--- src/rtl/wr_level_monitor.sv ---
// Write-domain FIFO occupancy monitor: synchronizes the Gray read pointer,
// derives a registered level, and flags near-full, overflow and pointer faults.
module wr_level_monitor #(
   parameter int FIFO_addr_size = 2,
   parameter int SYNC_STAGES    = 2,
   parameter int AFULL_SET      = 3,
   parameter int AFULL_CLR      = 1
) (
   input  logic                      clk_w,
   input  logic                      rst_w,
   input  logic [FIFO_addr_size:0]   r_pointer_gray,
   input  logic [FIFO_addr_size:0]   w_pointer_gray,
   input  logic                      w_en,
   input  logic                      full_in,
   input  logic                      clr_err,
   output logic [FIFO_addr_size:0]   r_pointer_gray_sync,
   output logic [FIFO_addr_size:0]   wr_level,
   output logic                      almost_full,
   output logic                      overflow_err,
   output logic [7:0]                overflow_cnt,
   output logic                      ptr_err
);

   localparam int PW = FIFO_addr_size + 1;
   localparam logic [PW-1:0] DEPTH_L = PW'(1 << FIFO_addr_size);
   localparam logic [PW-1:0] SET_L   = PW'(AFULL_SET);
   localparam logic [PW-1:0] CLR_L   = PW'(AFULL_CLR);

   localparam logic [0:0] ST_NORMAL    = 1'b0;
   localparam logic [0:0] ST_NEAR_FULL = 1'b1;

   function automatic logic [PW-1:0] gray2bin(input logic [PW-1:0] g);
      logic [PW-1:0] b;
      b[PW-1] = g[PW-1];
      for (int i = PW - 2; i >= 0; i--) b[i] = b[i+1] ^ g[i];
      return b;
   endfunction

   logic [SYNC_STAGES-1:0][PW-1:0] sync_q, sync_d;
   logic [PW-1:0] wr_level_q, wr_level_d;
   logic [0:0]    state_q, state_d;
   logic          overflow_err_q, overflow_err_d;
   logic [7:0]    overflow_cnt_q, overflow_cnt_d;
   logic          ptr_err_q, ptr_err_d;
   logic          ovf_set, ptr_set;

   always_comb begin
      sync_d    = sync_q;
      sync_d[0] = r_pointer_gray;
      for (int i = 1; i < SYNC_STAGES; i++) sync_d[i] = sync_q[i-1];
   end

   // Subtraction modulo 2^PW handles pointer wrap without extra logic.
   always_comb begin
      wr_level_d = gray2bin(w_pointer_gray) - gray2bin(sync_q[SYNC_STAGES-1]);
   end

   always_comb begin
      state_d = state_q;
      case (state_q)
         ST_NORMAL:    if (wr_level_q >= SET_L) state_d = ST_NEAR_FULL;
         ST_NEAR_FULL: if (wr_level_q <= CLR_L) state_d = ST_NORMAL;
         default:      state_d = ST_NORMAL;
      endcase
   end

   // A new error event in the same cycle as clr_err wins over the clear.
   always_comb begin
      ovf_set        = w_en & full_in;
      ptr_set        = wr_level_q > DEPTH_L;
      overflow_err_d = overflow_err_q;
      overflow_cnt_d = overflow_cnt_q;
      ptr_err_d      = ptr_err_q;
      if (ovf_set) begin
         overflow_err_d = 1'b1;
         if (clr_err)                    overflow_cnt_d = 8'd1;
         else if (overflow_cnt_q != 8'hFF) overflow_cnt_d = overflow_cnt_q + 8'd1;
      end else if (clr_err) begin
         overflow_err_d = 1'b0;
         overflow_cnt_d = 8'd0;
      end
      if (ptr_set)      ptr_err_d = 1'b1;
      else if (clr_err) ptr_err_d = 1'b0;
   end

   always_ff @(posedge clk_w or negedge rst_w) begin
      if (!rst_w) begin
         sync_q         <= '0;
         wr_level_q     <= '0;
         state_q        <= ST_NORMAL;
         overflow_err_q <= 1'b0;
         overflow_cnt_q <= 8'd0;
         ptr_err_q      <= 1'b0;
      end else begin
         sync_q         <= sync_d;
         wr_level_q     <= wr_level_d;
         state_q        <= state_d;
         overflow_err_q <= overflow_err_d;
         overflow_cnt_q <= overflow_cnt_d;
         ptr_err_q      <= ptr_err_d;
      end
   end

   assign r_pointer_gray_sync = sync_q[SYNC_STAGES-1];
   assign wr_level            = wr_level_q;
   assign almost_full         = (state_q == ST_NEAR_FULL);
   assign overflow_err        = overflow_err_q;
   assign overflow_cnt        = overflow_cnt_q;
   assign ptr_err             = ptr_err_q;

endmodule

--- config.mk ---
export PLATFORM = sky130hd
export DESIGN_NAME = wr_level_monitor
export DESIGN_NICKNAME = d
export VERILOG_FILES = /design/src/rtl/wr_level_monitor.sv
export SDC_FILE = /design/constraint.sdc
export NUM_CORES = 1
export LEC_CHECK = 0
export CORE_MARGIN = 2
export CORE_UTILIZATION = 35
export DETAILED_ROUTE_END_ITERATION = 8
export PLACE_DENSITY = 0.62
export SYNTH_ARGS = -nofsm -noshare
export SYNTH_HDL_FRONTEND = slang
export SYNTH_SLANG_ARGS = --single-unit
--- constraint.sdc ---
create_clock -name clk_w -period 3 [get_ports clk_w]
set_input_delay 0.6 -clock clk_w [delete_from_list [all_inputs] [get_ports clk_w]]
set_output_delay 0.6 -clock clk_w [all_outputs]
set_load 0.005 [all_outputs]
==> reports/qor.csv, run 1 <==
stage,metric,value,unit
final_layout,fillers,239,
clock_network,number of buffers created by CTS,3,
logic_synthesis,Yosys warnings,0,
setup_path,"most used cell, CP",xnor2_1,
power_and_ir_drop,Power Density,488.6,nW/um^2
timing,min Tclk post-route,2.203,ns
drt,total wire length,1.670,mm
drt,DR iter-0 viols,4,
placed_design,Detail Placement HPWL,1.275,mm
timing,FMAX,0.4540,GHz
min_path,HP Start,sync_d[4],
final_layout,Ant. Diodes,0,
final_layout,Post-Layout Inst Area,1245,sq um
die,Die W,55.47,um
logic_synthesis,Simple-Gate Fraction of Synth Area,0.1363,
placed_design,Placer Congestion,0.7564,
power_and_ir_drop,power after layout,608.3,uW
drt,# DRC,0,
power_and_ir_drop,Pleak,0.5212,nW
min_path,Hold Crit Class,flop to flop,
die,# rows,18,
power_and_ir_drop,maximum vdd drop,310.5,uV
logic_synthesis,Mapped Cells,78,
die,Core ar.,2500,sq um
timing,Worst-Margin Slew,0.8672,ns
logic_synthesis,Synth Area in Compound Gates,0.1390,
timing,setup TNS,0,ns
clock_network,CTS tree,done,
clock_network,Post-CTS Hold Buffers,0,
global_route,antenna violations before repair,0,
final_layout,Layout Nets,121,
placed_design,Placement Setup Slack,0.4416,ns
drt,Antenna Nets Post-Route,0,
drt,wire per inst,12.28,um
drt,routed vias,675,
setup_path,startpoint types,input port,
job,Max Cap Viol,0,
placed_design,Port Buf Inserts,27,
clock_network,"Clk pin slew, worst setup/hold paths",0.11,ns
drt,routed vias/inst,4.963,
clock_network,Max Buffers Root-to-Sink,2,
placed_design,Area after DPL,1209,sq um
logic_synthesis,"Distinct cells, synth",32,
global_route,first-pass GRT wire length,2.808,mm
logic_synthesis,largest family of logic cells by synthesized area,compound AO/OA/AOI/OAI gates,
clock_network,PostCTS Resize Cnt,0,
die,die footprint,3077,sq um
timing,fin crit share,0.7343,
timing,final slew viol count,0,
logic_synthesis,mapped cell area,927.1,sq um
logic_synthesis,Adder-Cell Fraction of Synth Area,0.04858,
outcome,status,completed,
setup_path,CP cell instances,"clkdlybuf4s50_1, xnor2_1, xor2_1, ha_1, fa_1, xnor2_1, xnor2_1",
setup_path,Worst EP arrival,2.43,ns
logic_synthesis,Post-synth EDFFs,0,
setup_path,worst setup path startpoint,w_pointer_gray[2],
setup_path,Worst EP required,3.23,ns
die,# IOs,28,
timing,Fin. Hold Viols,0,
timing,Max transition margin,0.4201,
logic_synthesis,sequential share of the synthesized area,0.5398,
final_layout,layout cell share with drive strength beyond 1,0.08491,
global_route,Overflow after GRT,0,
timing,"Setup violations, final",0,
die,starting density of the core,0.3709,
timing,final clock skew,0.006845,ns
logic_synthesis,Synth Area in XOR/XNOR,0.05668,
logic_synthesis,Post-Syn Area per Cell,11.89,sq um
global_route,gr usage total,0.1172,
setup_path,reg2reg setup slack,1.17,ns
logic_synthesis,asr flop ratio synth,1.000,
logic_synthesis,Synth Flop Type,dfrtp_1,
clock_network,# Post-CTS Setup Buffers,0,
setup_path,kind of critical path,input port to flop,
setup_path,slowest CP cell,clkdlybuf4s50_1,
min_path,WHS Path Cells,0,
setup_path,worst-case reg-to-reg path depth,6,
drt,1st-pass router iterations,2,
setup_path,worst r2r src,r_pointer_gray_sync[2],
logic_synthesis,mux share of post-synthesis cell area,0.03509,
final_layout,Layout Area Growth over Synthesis,34.28,%
clock_network,TritonCTS sink count,20,
setup_path,Worst Setup End Kind,flop,
global_route,vias in the first global route,637,
die,Die Y-Extent,55.47,um
setup_path,Critical Path Max Stage Delay,0.45,ns
logic_synthesis,Yosys reg bits,20,
clock_network,Root Buffer,clkbuf_4,
clock_network,Skew-Pair Late Insertion Delay,0.30,ns
timing,RSZ-0062 raised after global routing,no,
setup_path,highest net fanout along the worst path,2,
clock_network,CTS H-tree depth,1,
timing,final worst-path setup slack,0.7971,ns
logic_synthesis,syn nets,92,
global_route,largest net degree at the start of global routing,21,
## cells in the mapped netlist (2+ instances only)
cell type	number	area share
and3_1	2	0.013
and2_1	2	0.013
xnor2_1	3	0.028
xor2_1	3	0.028
buf_6	2	0.024
a311oi_1	2	0.019
nor2_1	2	0.0081
dfrtp_1	20	0.54
a211oi_2	2	0.027
nand3_1	2	0.011
nand2b_1	4	0.027
a41oi_1	2	0.019
a211oi_1	2	0.016
o21ai_0	4	0.022
inv_1	4	0.016
nand2_1	4	0.016
ha_1	2	0.027
a21oi_1	2	0.011
## report_power, final
part | switching [mW] | internal [mW]
combinational | 0.0489 | 0.0845
clock | 0.0800 | 0.0741
sequential | 0.0200 | 0.301
## final timing paths
kind | to
max | wr_level[2]
min | r_pointer_gray_sync[1]
max in group asynchronous | overflow_cnt[7]
max reg2reg | wr_level[2]
min in group asynchronous | r_pointer_gray_sync[0]
min reg2reg | r_pointer_gray_sync[1]
## cells in the final DEF (no fill, tap or decap)
cell type,instances
and3b_1,1
mux2_1,1
xnor2_1,3
nor4_1,1
o211ai_1,1
a211oi_1,2
nor2_1,2
inv_1,4
fa_1,1
dfrtp_1,20
nor2b_1,1
and4_1,1
o21ai_0,4
clkbuf_8,1
clkdlybuf4s50_1,27
nor3_1,1
nand2_1,4
a21oi_1,2
ha_1,2
a311oi_1,2
xor2_1,3
and2b_2,1
clkbuf_4,3
a211o_2,1
and3_1,2
a211oi_2,2
and2_1,2
nand2b_1,4
a31oi_1,1
mux2_2,1
nand3_1,2
mux2i_1,1
a41oi_1,2
## cell type report
cell class / count / area (sq um) / area share
timing repair buffer: 27 / 270.3 / 0.2171
clock buffer: 4 / 36.28 / 0.02915
inverter: 4 / 15.01 / 0.01206
tap: 30 / 37.54 / 0.03015
multi-input combinational: 51 / 385.4 / 0.3095
sequential: 20 / 500.5 / 0.4020
## sequential cells by signal, summed over array words and instances, names as in the netlist
| signal | count |
|---|---|
| ptr_err | 1 |
| sync_d | 3 |
| wr_level | 3 |
| r_pointer_gray_sync | 3 |
| overflow_err | 1 |
| overflow_cnt | 8 |
| almost_full | 1 |
## per-layer routing
metal	GRT usage	routed length [um]
met3	0.05152	98
met1	0.1308	726
met5	0	0
met2	0.1973	824
met4	0.04181	21
## stage by stage
stage,hold WS (ns),cells,utilization
2_1_floorplan,0.3044,78,-
3_5_place_dp,0.3355,132,0.4835
5_1_grt,0.3723,136,0.4980
6_report,0.3589,136,0.4980
3_3_place_gp,0.3323,132,0.4835
4_1_cts,0.3628,136,0.4980
## cells by family (layout without fill, tap and decap cells)
logic type / count (synthesis) / count (layout)
simple gates: 22 / 22
flops: 20 / 20
compound gates: 17 / 17
buf+inv: 7 / 35
xor+xnor: 6 / 6
fa+ha+maj: 3 / 3
mux: 3 / 3
## critical path, delay by kind of cell
kind	cells	cell delay, ns
buffers and inverters	1	0.45
XOR/XNOR	4	0.77
adder cells (fa/ha/maj)	2	0.62
Power figures use the tool's default switching activity.
==> run 2, diff against run 1 <==
- clock period: 3 -> 2.1 ns (I/O delays scaled with it)
==> run 2 against run 1 <==
Via count increased by 6.5%. Combinational power increased by 47%. Flip-flop and latch count unchanged. Largest power group unchanged. Cell count increased by 2.9%.
==> reports/qor.csv, run 2 (synthesis results as in run 1) <==
stage,metric,value,unit
timing,setup TNS,0,ns
final_layout,Layout Nets,125,
setup_path,Worst EP required,2.35,ns
final_layout,layout cell share with drive strength beyond 1,0.1182,
die,Die W,55.47,um
drt,routed vias,719,
power_and_ir_drop,Pint,748.9,uW
job,Max Cap Viol,0,
drt,# DRC,0,
drt,wire per inst,12.29,um
die,# rows,18,
clock_network,Root Buffer,clkbuf_4,
global_route,Overflow after GRT,0,
power_and_ir_drop,Psw,223.7,uW
die,Die Y-Extent,55.47,um
timing,Fin. Hold Viols,0,
placed_design,Placed Cells,136,
clock_network,TritonCTS sink count,20,
timing,final clock skew,0.01190,ns
timing,Max transition margin,0.7982,
final_layout,Ant. Diodes,0,
timing,"Setup violations, final",0,
die,Core ar.,2500,sq um
power_and_ir_drop,Pleak,0.5474,nW
clock_network,Post-CTS Hold Buffers,0,
global_route,gr usage total,0.1229,
final_layout,Post-Layout Inst Area,1291,sq um
timing,min Tclk post-route,1.908,ns
setup_path,startpoint types,input port,
drt,total wire length,1.720,mm
setup_path,highest net fanout along the worst path,2,
clock_network,PostCTS Resize Cnt,0,
timing,final slew viol count,0,
power_and_ir_drop,Reg power frac,0.471,
placed_design,Detail Placement HPWL,1.276,mm
power_and_ir_drop,power after layout,972.6,uW
die,die footprint,3077,sq um
timing,Worst-Margin Slew,0.3027,ns
outcome,status,completed,
power_and_ir_drop,Power Density,753.2,nW/um^2
placed_design,Area after DPL,1239,sq um
clock_network,CTS H-tree depth,1,
final_layout,max reg flops,8,
clock_network,"Clk pin slew, worst setup/hold paths",0.12,ns
global_route,antenna violations before repair,0,
power_and_ir_drop,sw frac,0.2300,
final_layout,"commonest non-fill, non-tap cell in the layout",clkdlybuf4s50_1,
die,# IOs,28,
final_layout,fillers,245,
timing,RSZ-0062 raised after global routing,no,
timing,fin crit share,0.9084,
clock_network,CTS tree,done,
final_layout,"commonest cells after routing, fill and taps aside","clkdlybuf4s50_1 (27), dfrtp_1 (20)",
drt,DR iter-0 viols,10,
final_layout,Final Non-Filler Cells,140,
power_and_ir_drop,Comb power frac,0.201,
setup_path,reg2reg setup slack,0.30,ns
clock_network,Max Buffers Root-to-Sink,2,
final_layout,Layout Area Growth over Synthesis,39.27,%
setup_path,kind of critical path,input port to flop,
placed_design,Placer Congestion,0.7770,
final_layout,fin util,0.5165,
min_path,Hold Crit Class,flop to flop,
clock_network,# Post-CTS Setup Buffers,0,
setup_path,Worst Setup End Kind,flop,
drt,Antenna Nets Post-Route,0,
placed_design,Port Buf Inserts,27,
clock_network,Skew-Pair Late Insertion Delay,0.31,ns
die,starting density of the core,0.3709,
drt,1st-pass router iterations,4,
drt,routed vias/inst,5.136,
global_route,largest net degree at the start of global routing,21,
global_route,first-pass GRT wire length,2.967,mm
clock_network,number of buffers created by CTS,3,
timing,FMAX,0.5242,GHz
global_route,vias in the first global route,658,
power_and_ir_drop,clock power share,0.328,
power_and_ir_drop,maximum vdd drop,439.1,uV
setup_path,Worst EP arrival,2.16,ns
==> run 2: final cells by class <==
type,count,area [sq um],share of cell area
Inverter,4,15.01,0.01163
Sequential cell,20,500.5,0.3876
Clock buffer,3,22.52,0.01744
Tap cell,30,37.54,0.02907
Multi-Input combinational cell,51,385.4,0.2984
Timing Repair Buffer,31,300.3,0.2326
Clock inverter,1,30.03,0.02326
==> run 2: stage by stage <==
stage / hold slack [ns] / worst slack [ns]
finish: 0.3627 / 0.1924
global route: 0.3742 / 0.06698
CTS: 0.3651 / 0.1872
detailed placement: 0.3358 / -0.1576
global placement: 0.3319 / -0.05145
floorplan: 0.1244 / 0.3395
==> run 2: final timing paths <==
kind | from | to | depth (start not counted)
hold reg to reg | sync_d[4] | r_pointer_gray_sync[1] | 0
hold / removal | sync_d[4] | r_pointer_gray_sync[1] | 0
max in group asynchronous | rst_w | overflow_cnt[0] | 2
setup reg to reg | r_pointer_gray_sync[2] | wr_level[2] | 6
setup / recovery | w_pointer_gray[2] | wr_level[2] | 7
min in group asynchronous | rst_w | sync_d[3] | 2
==> run 2: layer usage <==
layer / global-route usage / wire (um) / up-vias
li1: - / - / 343
met1: 0.1602 / 795 / 352
met2: 0.1854 / 806 / 20
met3: 0.02108 / 80 / 4
met4: 0.08362 / 38 / 0
met5: 0 / 0 / -
==> run 2: critical path, stage by stage <==
cell             delay (ns)
clkdlybuf4s50_1        0.43
xnor2_1                0.27
xor2_1                 0.11
ha_1                   0.22
fa_1                   0.37
xnor2_1                0.20
xnor2_1                0.13
==> run 2: power by group through the flow <==
stage / Combinational [mW] / Clock (mW) / Sequential [mW]
finish: 0.196 / 0.319 / 0.458
detailed placement: 0.199 / 0 / 0.468
floorplan: 0.0662 / 0 / 0.468
global route: 0.219 / 0.346 / 0.466
global placement: 0.197 / 0 / 0.466
CTS: 0.200 / 0.330 / 0.460
==> run 3, diff against run 2 <==
- GPL_ROUTABILITY_DRIVEN: not set -> 0
==> results of run 3 <==
Same layout as run 2: the final DEF is identical, and so are final timing and power.
